## config.mk

```make
export PLATFORM = sky130hd
export DESIGN_NAME = dct4x4_ctrl_flat
export DESIGN_NICKNAME = d
export VERILOG_FILES = /design/src/rtl/dct4x4_ctrl_if.sv /design/src/rtl/dct4x4_ctrl.sv /design/src/flat_wrapper.sv
export SDC_FILE = /design/constraint.sdc
export NUM_CORES = 1
export LEC_CHECK = 0
export CAP_MARGIN = 20
export CORE_UTILIZATION = 59
export DETAILED_ROUTE_END_ITERATION = 7
export GPL_ROUTABILITY_DRIVEN = 0
export PLACE_DENSITY = 0.86
export SLEW_MARGIN = 25
export SYNTH_ARGS = -nofsm -noshare
export SYNTH_HDL_FRONTEND = slang
export SYNTH_SLANG_ARGS = --single-unit
export TNS_END_PERCENT = 50
```

## constraint.sdc

```tcl
create_clock -name clk -period 9.15 [get_ports clk]
set_input_delay 0.915 -clock clk [delete_from_list [all_inputs] [get_ports clk]]
set_output_delay 0.915 -clock clk [all_outputs]
set_load 0.03 [all_outputs]
```

## src/rtl/dct4x4_ctrl_if.sv

```systemverilog
// Bundle of the row-input, shared-datapath and coefficient-output signals of dct4x4_ctrl.
// The master modport is the controller side; slave is the surrounding environment.
interface dct4x4_ctrl_if #(
  parameter int unsigned WIDTH_X = 16,
  parameter int unsigned WIDTH_Y = 22
);
  // Residual-row input handshake
  logic                      in_valid;
  logic                      in_ready;
  logic signed [WIDTH_X-1:0] in_x0, in_x1, in_x2, in_x3;
  // Shared butterfly datapath
  logic                      dp_load;
  logic signed [WIDTH_X-1:0] dp_x0, dp_x1, dp_x2, dp_x3;
  logic signed [WIDTH_Y-1:0] dp_y0, dp_y1, dp_y2, dp_y3;
  // Coefficient output stream
  logic                      out_valid;
  logic [1:0]                out_col;
  logic signed [WIDTH_Y-1:0] out_y0, out_y1, out_y2, out_y3;
  logic                      busy;
  logic                      done;

  modport master (
    input  in_valid, in_x0, in_x1, in_x2, in_x3,
    input  dp_y0, dp_y1, dp_y2, dp_y3,
    output in_ready,
    output dp_load, dp_x0, dp_x1, dp_x2, dp_x3,
    output out_valid, out_col, out_y0, out_y1, out_y2, out_y3,
    output busy, done
  );

  modport slave (
    output in_valid, in_x0, in_x1, in_x2, in_x3,
    output dp_y0, dp_y1, dp_y2, dp_y3,
    input  in_ready,
    input  dp_load, dp_x0, dp_x1, dp_x2, dp_x3,
    input  out_valid, out_col, out_y0, out_y1, out_y2, out_y3,
    input  busy, done
  );
endinterface

```

## src/rtl/dct4x4_ctrl.sv

```systemverilog
// Sequencer for a 2-D 4x4 forward transform on one shared 4-point butterfly datapath.
// Row pass feeds input rows, scales/saturates results into a transpose buffer; column pass
// re-issues buffer columns and streams the coefficients out. One block in flight at a time.
module dct4x4_ctrl #(
  parameter int unsigned WIDTH_X = 16,
  parameter int unsigned WIDTH_Y = 22,
  parameter int unsigned DP_LAT  = 2,
  parameter int unsigned SHIFT1  = 1
) (
  input logic           clk,
  input logic           rst,
  dct4x4_ctrl_if.master bus
);

  typedef enum logic [2:0] {StIdle, StRow, StRowWait, StCol, StColWait} state_e;

  // One entry per datapath load; travels alongside the operand through the datapath.
  typedef struct packed {
    logic       vld;
    logic       is_col;
    logic [1:0] idx;
  } tag_t;

  localparam logic signed [WIDTH_Y:0] RndHalf = (WIDTH_Y+1)'(2 ** (SHIFT1 - 1));
  localparam logic signed [WIDTH_Y:0] SatMax  = (WIDTH_Y+1)'(2 ** (WIDTH_X - 1) - 1);
  localparam logic signed [WIDTH_Y:0] SatMin  = ~SatMax;

  state_e     state_q, state_d;
  logic [2:0] rows_q, rows_d;   // rows accepted in this block
  logic [2:0] cap_q, cap_d;     // row results captured in this block
  logic [1:0] col_q, col_d;     // column being issued

  logic                      row_load_q;
  logic [1:0]                row_idx_q;
  logic signed [WIDTH_X-1:0] row_x_q [4];

  tag_t tag_q [DP_LAT];
  tag_t tag_in, tag_out;

  logic signed [WIDTH_X-1:0] tbuf_q [4][4];

  logic                      out_valid_q, done_q;
  logic [1:0]                out_col_q;
  logic signed [WIDTH_Y-1:0] out_y_q [4];

  logic signed [WIDTH_X-1:0] in_x [4];
  logic signed [WIDTH_Y-1:0] dp_y [4];
  logic signed [WIDTH_X-1:0] dp_x [4];
  logic signed [WIDTH_Y:0]   rnd_sum [4];
  logic signed [WIDTH_Y:0]   rnd_shr [4];
  logic signed [WIDTH_X-1:0] row_sat [4];

  logic in_ready, accept, col_issue, dp_load, row_cap, col_cap;

  assign in_x[0] = bus.in_x0;
  assign in_x[1] = bus.in_x1;
  assign in_x[2] = bus.in_x2;
  assign in_x[3] = bus.in_x3;
  assign dp_y[0] = bus.dp_y0;
  assign dp_y[1] = bus.dp_y1;
  assign dp_y[2] = bus.dp_y2;
  assign dp_y[3] = bus.dp_y3;

  // Reset gates in_ready directly so no row can slip in while rst is held.
  assign in_ready  = !rst && (state_q == StIdle || state_q == StRow) && (rows_q < 3'd4);
  assign accept    = bus.in_valid && in_ready;
  assign col_issue = (state_q == StCol);
  assign dp_load   = row_load_q || col_issue;

  assign tag_in  = '{vld: dp_load, is_col: col_issue, idx: (col_issue ? col_q : row_idx_q)};
  assign tag_out = tag_q[DP_LAT-1];
  assign row_cap = tag_out.vld && !tag_out.is_col;
  assign col_cap = tag_out.vld && tag_out.is_col;

  // Datapath operands: buffered column during COL, otherwise the registered input row.
  always_comb begin
    for (int k = 0; k < 4; k++) begin
      dp_x[k] = col_issue ? tbuf_q[k][col_q] : row_x_q[k];
    end
  end

  // First-stage rounding shift and saturation of the row results back to input width.
  always_comb begin
    for (int k = 0; k < 4; k++) begin
      rnd_sum[k] = {dp_y[k][WIDTH_Y-1], dp_y[k]} + RndHalf;
      rnd_shr[k] = rnd_sum[k] >>> SHIFT1;
      if (rnd_shr[k] > SatMax) begin
        row_sat[k] = SatMax[WIDTH_X-1:0];
      end else if (rnd_shr[k] < SatMin) begin
        row_sat[k] = SatMin[WIDTH_X-1:0];
      end else begin
        row_sat[k] = rnd_shr[k][WIDTH_X-1:0];
      end
    end
  end

  // Next-state and counter logic for the block sequencer.
  always_comb begin
    state_d = state_q;
    rows_d  = rows_q;
    cap_d   = cap_q;
    col_d   = col_q;
    if (accept) begin
      rows_d = rows_q + 3'd1;
    end
    if (row_cap) begin
      cap_d = cap_q + 3'd1;
    end
    unique case (state_q)
      StIdle: begin
        if (accept) state_d = StRow;
      end
      StRow: begin
        if (accept && rows_q == 3'd3) state_d = StRowWait;
      end
      StRowWait: begin
        // Columns start only once the 4th row result is in the buffer.
        if (row_cap && cap_q == 3'd3) state_d = StCol;
      end
      StCol: begin
        col_d = col_q + 2'd1;
        if (col_q == 2'd3) state_d = StColWait;
      end
      StColWait: begin
        // done_q marks the cycle column 3 is visible on the output.
        if (done_q) begin
          state_d = StIdle;
          rows_d  = 3'd0;
          cap_d   = 3'd0;
        end
      end
      default: state_d = StIdle;
    endcase
  end

  // Sequencer state registers.
  always_ff @(posedge clk) begin
    if (rst) begin
      state_q <= StIdle;
      rows_q  <= 3'd0;
      cap_q   <= 3'd0;
      col_q   <= 2'd0;
    end else begin
      state_q <= state_d;
      rows_q  <= rows_d;
      cap_q   <= cap_d;
      col_q   <= col_d;
    end
  end

  // Input row register: an accepted row is presented to the datapath on the next cycle.
  always_ff @(posedge clk) begin
    if (rst) begin
      row_load_q <= 1'b0;
      row_idx_q  <= 2'd0;
      for (int k = 0; k < 4; k++) row_x_q[k] <= '0;
    end else begin
      row_load_q <= accept;
      if (accept) begin
        row_idx_q <= rows_q[1:0];
        for (int k = 0; k < 4; k++) row_x_q[k] <= in_x[k];
      end
    end
  end

  // Tag delay line matching the datapath latency.
  always_ff @(posedge clk) begin
    if (rst) begin
      for (int i = 0; i < DP_LAT; i++) tag_q[i] <= '0;
    end else begin
      tag_q[0] <= tag_in;
      for (int i = 1; i < DP_LAT; i++) tag_q[i] <= tag_q[i-1];
    end
  end

  // Transpose buffer: row results written row-wise, read column-wise.
  always_ff @(posedge clk) begin
    if (rst) begin
      for (int r = 0; r < 4; r++) begin
        for (int k = 0; k < 4; k++) tbuf_q[r][k] <= '0;
      end
    end else if (row_cap) begin
      for (int k = 0; k < 4; k++) tbuf_q[tag_out.idx][k] <= row_sat[k];
    end
  end

  // Coefficient output register; out_y holds between columns.
  always_ff @(posedge clk) begin
    if (rst) begin
      out_valid_q <= 1'b0;
      done_q      <= 1'b0;
      out_col_q   <= 2'd0;
      for (int k = 0; k < 4; k++) out_y_q[k] <= '0;
    end else begin
      out_valid_q <= col_cap;
      done_q      <= col_cap && (tag_out.idx == 2'd3);
      if (col_cap) begin
        out_col_q <= tag_out.idx;
        for (int k = 0; k < 4; k++) out_y_q[k] <= dp_y[k];
      end
    end
  end

  assign bus.in_ready  = in_ready;
  assign bus.dp_load   = dp_load;
  assign bus.dp_x0     = dp_x[0];
  assign bus.dp_x1     = dp_x[1];
  assign bus.dp_x2     = dp_x[2];
  assign bus.dp_x3     = dp_x[3];
  assign bus.out_valid = out_valid_q;
  assign bus.out_col   = out_col_q;
  assign bus.out_y0    = out_y_q[0];
  assign bus.out_y1    = out_y_q[1];
  assign bus.out_y2    = out_y_q[2];
  assign bus.out_y3    = out_y_q[3];
  assign bus.busy      = (state_q != StIdle);
  assign bus.done      = done_q;

endmodule

```

## src/flat_wrapper.sv

```systemverilog
// flat-port wrapper written by rule: the top's interface ports become plain ports
module dct4x4_ctrl_flat 
#(
  parameter int unsigned WIDTH_X = 16,
  parameter int unsigned WIDTH_Y = 22,
  parameter int unsigned DP_LAT  = 2,
  parameter int unsigned SHIFT1  = 1
)
  (clk, rst, bus_in_valid, bus_in_x0, bus_in_x1, bus_in_x2, bus_in_x3, bus_dp_y0, bus_dp_y1, bus_dp_y2, bus_dp_y3, bus_in_ready, bus_dp_load, bus_dp_x0, bus_dp_x1, bus_dp_x2, bus_dp_x3, bus_out_valid, bus_out_col, bus_out_y0, bus_out_y1, bus_out_y2, bus_out_y3, bus_busy, bus_done);
  dct4x4_ctrl_if #(.WIDTH_X(WIDTH_X), .WIDTH_Y(WIDTH_Y)) bus_i ();
  input logic clk;
  input logic rst;
  input wire logic [$bits(bus_i.in_valid)-1:0] bus_in_valid;
  input wire logic [$bits(bus_i.in_x0)-1:0] bus_in_x0;
  input wire logic [$bits(bus_i.in_x1)-1:0] bus_in_x1;
  input wire logic [$bits(bus_i.in_x2)-1:0] bus_in_x2;
  input wire logic [$bits(bus_i.in_x3)-1:0] bus_in_x3;
  input wire logic [$bits(bus_i.dp_y0)-1:0] bus_dp_y0;
  input wire logic [$bits(bus_i.dp_y1)-1:0] bus_dp_y1;
  input wire logic [$bits(bus_i.dp_y2)-1:0] bus_dp_y2;
  input wire logic [$bits(bus_i.dp_y3)-1:0] bus_dp_y3;
  output wire logic [$bits(bus_i.in_ready)-1:0] bus_in_ready;
  output wire logic [$bits(bus_i.dp_load)-1:0] bus_dp_load;
  output wire logic [$bits(bus_i.dp_x0)-1:0] bus_dp_x0;
  output wire logic [$bits(bus_i.dp_x1)-1:0] bus_dp_x1;
  output wire logic [$bits(bus_i.dp_x2)-1:0] bus_dp_x2;
  output wire logic [$bits(bus_i.dp_x3)-1:0] bus_dp_x3;
  output wire logic [$bits(bus_i.out_valid)-1:0] bus_out_valid;
  output wire logic [$bits(bus_i.out_col)-1:0] bus_out_col;
  output wire logic [$bits(bus_i.out_y0)-1:0] bus_out_y0;
  output wire logic [$bits(bus_i.out_y1)-1:0] bus_out_y1;
  output wire logic [$bits(bus_i.out_y2)-1:0] bus_out_y2;
  output wire logic [$bits(bus_i.out_y3)-1:0] bus_out_y3;
  output wire logic [$bits(bus_i.busy)-1:0] bus_busy;
  output wire logic [$bits(bus_i.done)-1:0] bus_done;
  assign bus_i.in_valid = bus_in_valid;
  assign bus_i.in_x0 = bus_in_x0;
  assign bus_i.in_x1 = bus_in_x1;
  assign bus_i.in_x2 = bus_in_x2;
  assign bus_i.in_x3 = bus_in_x3;
  assign bus_i.dp_y0 = bus_dp_y0;
  assign bus_i.dp_y1 = bus_dp_y1;
  assign bus_i.dp_y2 = bus_dp_y2;
  assign bus_i.dp_y3 = bus_dp_y3;
  assign bus_in_ready = bus_i.in_ready;
  assign bus_dp_load = bus_i.dp_load;
  assign bus_dp_x0 = bus_i.dp_x0;
  assign bus_dp_x1 = bus_i.dp_x1;
  assign bus_dp_x2 = bus_i.dp_x2;
  assign bus_dp_x3 = bus_i.dp_x3;
  assign bus_out_valid = bus_i.out_valid;
  assign bus_out_col = bus_i.out_col;
  assign bus_out_y0 = bus_i.out_y0;
  assign bus_out_y1 = bus_i.out_y1;
  assign bus_out_y2 = bus_i.out_y2;
  assign bus_out_y3 = bus_i.out_y3;
  assign bus_busy = bus_i.busy;
  assign bus_done = bus_i.done;
  dct4x4_ctrl #(.WIDTH_X(WIDTH_X), .WIDTH_Y(WIDTH_Y), .DP_LAT(DP_LAT), .SHIFT1(SHIFT1)) u_core (.clk(clk), .rst(rst), .bus(bus_i));
endmodule
```

# Word level (Yosys, flattened, before mapping)

Memories as Yosys holds them, arrays and structs flattened.
Cells that the tools add are included.

Multiplexer cells: 62
$lt $le $gt $ge: 10
$add $sub $neg: 7
Eq/ne operators: 13
Reduce and logical (&&, ||, !) cells: 16
Bitwise operators: 11

Operators with widths:

| operator                                                        | count |
|---|---|
| two-way mux 16 bit                                              | 24 |
| binary-select mux 16 bit (select 2 bit)                         | 4 |
| adder 22 x 2 -> 23 bit, second input constant                   | 4 |
| greater-than comparator 22 x 16 -> 1 bit, second input constant | 4 |
| < comparator 22 x 16 -> 1 bit, second input constant            | 4 |
| two-way mux 22 bit                                              | 4 |
| two-way mux 64 bit                                              | 1 |
| OR reduction 64 bit                                             | 1 |
| two-way mux 3 bit                                               | 11 |
| case mux 3 bit (5 select lines)                                 | 1 |
| two-way mux 1 bit                                               | 13 |
| equality test 3 x 2 -> 1 bit, second input constant             | 4 |
| OR 1 bit                                                        | 10 |
| logical AND 1 bit                                               | 8 |
| two-way mux 4 bit                                               | 2 |
| adder 3 x 1 -> 3 bit, second input constant                     | 2 |
| inequality test 2 x 1 -> 1 bit, second input constant           | 3 |
| AND reduction 5 bit                                             | 1 |
| equality test 2 bit, second input constant                      | 2 |
| two-way mux 2 bit                                               | 2 |
| inequality test 2 bit, second input constant                    | 2 |
| equality test 3 x 1 -> 1 bit, second input constant             | 1 |
| equality test 3 bit, second input constant                      | 1 |
| greater-or-equal comparator 3 bit, second input constant        | 1 |
| other kinds (7)                                                 | 9 |

Memories kept: 4
Bits in writable memories: 416
Output and inout bits: 159
Flip-flop bits (word level): 18
Input port bits: 155

Memory list:

| name           | words | bits a word | read ports | clocked after memory_dff | wr ports | RTL line          | RTL |
|---|---|---|---|---|---|---|---|
| u_core.tbuf_q  | 4     | 64          | 4          | 0                        | 4        | dct4x4_ctrl.sv:40 | `logic signed [WIDTH_X-1:0] tbuf_q [4][4];` |
| u_core.out_y_q | 4     | 22          | 4          | 0                        | 4        | dct4x4_ctrl.sv:44 | `logic signed [WIDTH_Y-1:0] out_y_q [4];` |
| u_core.row_x_q | 4     | 16          | 4          | 0                        | 4        | dct4x4_ctrl.sv:35 | `logic signed [WIDTH_X-1:0] row_x_q [4];` |
| u_core.tag_q   | 2     | 4           | 2          | 0                        | 2        | dct4x4_ctrl.sv:37 | `tag_t tag_q [DP_LAT];` |

# Depth between registers and ports, before layout

Gate-level depths: netlist of run 1.

Depth in word-level cells: 9
Mapped depth: 9
Depth with buffers taken out: 7

# Least setup slack after synthesis of run 1

No wires, ideal clock.

Path type: input to register
Start point: input port rst
End point: memory u_core.tbuf_q[2][0] (netlist name) (enable)
Stages: 6
Data required time: 8718 ps
Path buffers: 2
Path slack: 5447 ps
Arrival time: 3271 ps
Path through: clkbuf_1 > nor2_1 > nand2_1 > or2_2 > clkbuf_1 > nand2b_1

RTL lines:

| what        | RTL line           | RTL |
|---|---|---|
| from (decl) | flat_wrapper.sv:12 | `input logic rst;` |
| to (decl)   | dct4x4_ctrl.sv:40  |  |

# Final worst setup path of run 1

Start point: register u_core.col_q[0]
End point: output port bus_dp_x2[12]

Longest elaborated chain between the ends: 5

RTL lines:

| what                                                   | RTL line           | RTL |
|---|---|---|
| from (decl)                                            | dct4x4_ctrl.sv:31  | `logic [1:0] col_q, col_d;` |
| from (signal assigned)                                 | dct4x4_ctrl.sv:147 | `col_q <= col_d;` |
| inverter 2 -> 3 bit (not written as such)              | dct4x4_ctrl.sv:78  | `dp_x[k] = col_issue ? tbuf_q[k][col_q] : row_x_q[k];` |
| binary-select mux 16 bit (select 2 bit)                | dct4x4_ctrl.sv:78  |  |
| two-way mux 16 bit (not written as such) (2 in series) | dct4x4_ctrl.sv:78  |  |
| two-way mux 16 bit                                     | dct4x4_ctrl.sv:78  |  |
| to (decl)                                              | flat_wrapper.sv:26 | `output wire logic [$bits(bus_i.dp_x2)-1:0] bus_dp_x2;` |

Every way passes these cells. The select of a mux whose other input is x is not followed.

==> results_dict.tcl, run 1 <==
set metrics [dict create \
    status "finished, final reports clean" \
    clockBufferDepth 3 \
    gr-usage-all-layers_pct 35.9 \
    ys_seq_area_share_pct 62.1 \
    async_flop_share_pct 0 \
    synth_flop_cell "edfxtp_1" \
    switchingPower_mw 1.09 \
    grt_start_max_net_pins 85 \
    ioPinCount 314 \
    power_mw 4.54 \
    yosys-top-cells-area "edfxtp_1 60%, mux4_2 7.0%, nand2_1 4.5%" \
    multi_input_area_um2 7400 \
    cts-hold-fix-buffers 0 \
    grt_pass1_wl_mm 95.1 \
    die_h_um 189 \
    finalHoldViolations 0 \
    final_nets 2111 \
    peakVddDrop_v 0.000134 \
    maxCapViolCount 0 \
    syn_area_um2 20600 \
    viasPerCell 6.59 \
    drtIter0Drc 2237 \
    synth_top_area_share_pct 59.6 \
    ff_latch_area_um2 12800 \
    cts.sinks 434 \
    synth_fp_nets 1841 \
    finalMaxSlewViolations 0 \
    h-tree-depth 2 \
    worstHoldPathType "reg -> reg" \
    setup_tns_ns 0 \
    antenna_found_initial 3 \
    p_int_mw 3.45 \
    firstDrtPassIters 6 \
    root_buffer "clkbuf_16" \
    io_buffers 313 \
    max_slew_margin_pct 21.0 \
    antenna_cells 0 \
    netlist_instances 1677 \
    cp.arrival_ns 3.48 \
    final_cell_mix "408 x edfxtp_1, 313 x clkdlybuf4s50_1, 249 x nand2_1" \
    post-route-period-util_pct 48.0 \
    rows 67 \
    drc_errors 0 \
    grt_pass1_vias 15700 \
    die_w_um 189 \
    comb_power_share_pct 10.6 \
    seqPwrFrac_pct 50.3 \
    p_clk_share_pct 39.1 \
    cts_buffers 44 \
    ys_ff_latch 434 \
    end_kind "output pin" \
    setup-violations-final 0 \
    syn2layout_area_growth_pct 24.2 \
    yosys.area.top_type "edfxtp_1" \
    rsz0062_at_grt "no" \
    dr_total_vias 16000 \
    final.setup_skew_ns 0.0172 \
    synth_edf_count 408 \
    routed_wl_mm 63.7 \
    switching_share_pct 24.0 \
    crit_fanout 37 \
    drive_gt1_share_pct 10.7 \
    cts_resized 0 \
    start_kind "flop" \
    critical_path_class "reg -> out" \
    dpl.hpwl_mm 42.9 \
    clkLatencyLatePin_ns 0.55 \
    r2r_setup_slack_ns 5.86 \
    fillCellCount 2128 \
    clk_pin_slew_worst_paths_ns 0.06 \
    grt-ovfl-total 0 \
    die_area_um2 35600 \
    crit_required_ns 8.24 \
    start_util_pct 60.7 \
    yosysWarnings 0 \
    finalCriticalPeriod_ns 4.40 \
    wl_per_cell_um 26.3 \
    syn-mean-instance-area_um2 12.3 \
    ant_nets 0 \
    final_common_cell "edfxtp_1" \
    post_cts_buffers 0 \
    power_density_nw_per_um2 178 \
    cellLeakagePower_nw 9.41 \
    coreArea_um2 33900 \
    tritoncts "done" \
    holdWs_ns 0.447 \
    fmax_mhz 227 \
    tightest_slew_ns 1.18 \
    synthDistinctLibCells 59 \
]
## cell usage after synthesis, types with 20 or more instances
| library cell | count |
|---|---|
| a21oi_1 | 73 |
| and2_1 | 89 |
| and3_1 | 74 |
| clkbuf_1 | 92 |
| dfxtp_1 | 26 |
| edfxtp_1 | 408 |
| mux4_2 | 64 |
| nand2_1 | 249 |
| nand3_1 | 31 |
| nand4_1 | 20 |
| nor2_1 | 121 |
| nor3_1 | 26 |
| nor4_1 | 20 |
| o21ai_0 | 71 |
| o21ai_1 | 43 |
| xnor2_1 | 32 |
| xor2_1 | 29 |
## through the flow
step	util (%)	area [µm²]	setup slack [ns]	std cells
2_1_floorplan	-	20600	5.45	1677
3_5_place_dp	71.1	24100	4.44	2348
4_1_cts	75.2	25500	4.70	2426
3_3_place_gp	71.0	24000	4.62	2347
5_1_grt	75.3	25500	4.57	2427
6_report	75.3	25500	4.75	2427
## area by class of cell
cell class              instances  share of cell area (%)
inverters                      19                   0.284
multi-input cells            1112                    29.0
clock inverters                22                   0.883
well taps                     448                    2.20
clock buffers                  56                    4.57
repair buffers                336                    13.0
flip-flops and latches        434                    50.1
## routing by layer
metal / part of all wire [%] / up-vias / global-route usage [%]
li1: - / 6784 / -
met1: 33 / 7631 / 44.6
met2: 46 / 1343 / 55.6
met3: 16 / 237 / 13.7
met4: 5.4 / 10 / 17.2
met5: 0.17 / - / 0
## cells by family (layout without fill, tap and decap cells)
family                     after synthesis  count (layout)  synth area share, %
xor gates and xnor gates                61              61                 2.60
buffers and inverters                  131             433                 2.53
adders and majority gates                9               9                0.548
muxes                                   68              68                 7.21
and+or+nand+nor                        690             690                 16.5
AOI/OAI and AO/OA                      284             284                 8.49
DFF                                    434             434                 62.1
## critical path: stages (launching register included)
cell and delay (ns):
dfxtp_4 0.76, buf_4 0.71, mux4_2 0.60, nand2_1 0.14, nand2_1 0.08, clkdlybuf4s50_1 0.59
## path summary, 6_finish.rpt
| check | startpoint | end | depth (start not counted) |
|---|---|---|---|
| min | u_core.tag_q[0][2] | u_core.tag_q[0][6] | 1 |
| min reg2reg | u_core.tag_q[0][2] | u_core.tag_q[0][6] | 1 |
| max | u_core.col_q[0] | bus_dp_x2[12] | 5 |
| max reg2reg | u_core.tag_q[0][6] | u_core.tbuf_q[1][28] | 5 |
## sequential cells by signal, indices dropped and copies added (netlist names)
signal	flops
u_core.bus.out_valid	1
u_core.tbuf_q	256
u_core.out_y_q	88
u_core.state_q	3
u_core.tag_q	8
u_core.row_load_q	1
u_core.cap_q	3
u_core.bus.out_col	2
u_core.rows_q	3
u_core.row_idx_q	2
u_core.row_x_q	64
u_core.bus.done	1
u_core.col_q	2
## power by group through the flow
stage | logic, mW | registers [mW] | clock network, mW
2_1_floorplan | 0.196 | 2.34 | 0
3_5_place_dp | 0.464 | 2.32 | 0
4_1_cts | 0.468 | 2.28 | 1.77
6_report | 0.480 | 2.28 | 1.77
3_3_place_gp | 0.455 | 2.32 | 0
5_1_grt | 0.500 | 2.29 | 1.84
(Power assumes the default switching activity.)
==> run 2: changes to the inputs <==
--- a/config.mk
+++ b/config.mk
@@ -6,10 +6,10 @@
 export NUM_CORES = 1
 export LEC_CHECK = 0
 export CAP_MARGIN = 20
-export CORE_UTILIZATION = 59
+export CORE_UTILIZATION = 55
 export DETAILED_ROUTE_END_ITERATION = 7
 export GPL_ROUTABILITY_DRIVEN = 0
-export PLACE_DENSITY = 0.86
+export PLACE_DENSITY = 0.81
 export SLEW_MARGIN = 25
 export SYNTH_ARGS = -nofsm -noshare
 export SYNTH_HDL_FRONTEND = slang
==> constraint.sdc (replaced) <==
create_clock -name clk -period 4.2 [get_ports clk]
set_input_delay 0.42 -clock clk [delete_from_list [all_inputs] [get_ports clk]]
set_output_delay 0.42 -clock clk [all_outputs]
set_load 0.03 [all_outputs]
==> results_dict.tcl, run 2 (same netlist as run 1, synthesis figures left out) <==
set metrics [dict create \
    setup_tns_ns 0 \
    grt_start_max_net_pins 70 \
    post-route-util_pct 70.6 \
    reg_top3 "u_core.tbuf_q (256), u_core.out_y_q (88), u_core.row_x_q (64)" \
    io_buffers 313 \
    final.setup_skew_ns 0.0142 \
    drtIter0Drc 2039 \
    place_ws_ns 0.485 \
    largest_reg_flops 256 \
    maxCapViolCount 0 \
    post_cts_buffers 0 \
    cts_resized 0 \
    timing.final.ws_setup_ns 0.866 \
    die_h_um 195 \
    cellLeakagePower_nw 9.65 \
    grt_pass1_vias 15400 \
    cp_top_family "buffers and inverters" \
    r2r_setup_slack_ns 1.54 \
    max_slew_margin_pct 20.4 \
    ant_nets 0 \
    crit_fanout 17 \
    worstPathCellList "buf_4 > mux4_2 > nand2_1 > nand2_1 > clkdlybuf4s50_1" \
    cts.sinks 434 \
    dr_total_vias 15900 \
    tightest_slew_ns 1.19 \
    final_common_cell "edfxtp_1" \
    critical_path_class "reg -> out" \
    post-route-period-util_pct 79.4 \
    tritoncts "done" \
    cpMostUsedCell "nand2_1" \
    end_kind "output pin" \
    dpl.hpwl_mm 43.6 \
    grt_pass1_wl_mm 94.0 \
    ioPinCount 314 \
    setup-violations-final 0 \
    root_buffer "clkbuf_16" \
    finalHoldViolations 0 \
    cp.arrival_ns 2.91 \
    coreArea_um2 36700 \
    fillCellCount 2452 \
    finalCriticalPeriod_ns 3.33 \
    worstHoldPathType "in -> reg" \
    stdcell_count 2500 \
    power_density_nw_per_um2 384 \
    gr-usage-all-layers_pct 33.2 \
    die_area_um2 38100 \
    wl_per_cell_um 25.3 \
    rsz0062_at_grt "no" \
    final_nets 2159 \
    start_kind "flop" \
    h-tree-depth 2 \
    clkLatencyLatePin_ns 0.56 \
    routed_wl_mm 63.2 \
    peakVddDrop_v 0.000337 \
    viasPerCell 6.34 \
    dp.cells 2416 \
    clk_pin_slew_worst_paths_ns 0.06 \
    drive_gt1_share_pct 12.0 \
    start_util_pct 56.0 \
    die_w_um 195 \
    finalMaxSlewViolations 0 \
    drc_errors 0 \
    antenna_found_initial 1 \
    final_cell_mix "408 x edfxtp_1, 312 x clkdlybuf4s50_1, 249 x nand2_1" \
    top_register "u_core.tbuf_q" \
    grt-ovfl-total 0 \
    crit_slowest_cell "mux4_2" \
    rows 70 \
    cts-hold-fix-buffers 0 \
    firstDrtPassIters 6 \
    syn2layout_area_growth_pct 26.1 \
    cts_buffers 44 \
    fmax_mhz 300 \
    clockBufferDepth 3 \
    worst_path_largest_cell_delay_ns 0.65 \
    status "finished, final reports clean" \
    crit_required_ns 3.78 \
    path_buf_inv 2 \
]
run 2: worst register-to-register path: cells and delay by family, from the launching register on:
family | cells | cell delay [ns]
and+or+nand+nor | 4 | 1.39
DFF | 1 | 0.32
AOI/OAI and AO/OA | 2 | 0.53
buffers and inverters | 1 | 0.25
run 2: final timing paths:
path,from,to,cells after the start
min,bus_in_valid,u_core.row_load_q,2
min reg2reg,u_core.tag_q[0][2],u_core.tag_q[0][6],1
max,u_core.col_q[0],bus_dp_x2[0],5
max reg2reg,u_core.tag_q[0][6],u_core.tbuf_q[2][35],7
run 2: cell type report:
type                    instances  area [µm²]  share of cell area (%)
repair buffers                384        3740                    14.4
multi-input cells            1112        7330                    28.3
clock buffers                  65        1250                    4.83
inverters                      19        72.6                   0.280
well taps                     468         586                    2.26
diodes                          1        2.50                 0.00965
clock inverters                17         166                   0.642
flip-flops and latches        434       12800                    49.3
run 2: power by group:
part / leakage, nW / switching [mW] / internal [mW] / total (mW)
Sequential: 4.44 / 0.0641 / 4.90 / 4.97
Clock: 0.690 / 1.63 / 2.25 / 3.89
Combinational: 4.51 / 0.671 / 0.420 / 1.09
Total: 9.65 / 2.37 / 7.58 / 9.94
run 2: metrics by stage:
step	hold WS, ns	area [µm²]	power [mW]
global placement	0.422	24500	6.09
global route	0.390	25900	10.2
floorplan	0.414	20600	5.52
detailed placement	0.426	24500	6.12
CTS	0.357	25900	9.93
finish	0.370	25900	9.94
run 2: per-layer routing:
layer | wire length [µm] | global-route usage, % | vias to the layer above
li1 | - | - | 6897
met1 | 22300 | 42.6 | 7583
met2 | 28500 | 50.6 | 1175
met3 | 8700 | 10.6 | 206
met4 | 3610 | 17.8 | 0
met5 | 0 | 0 | -
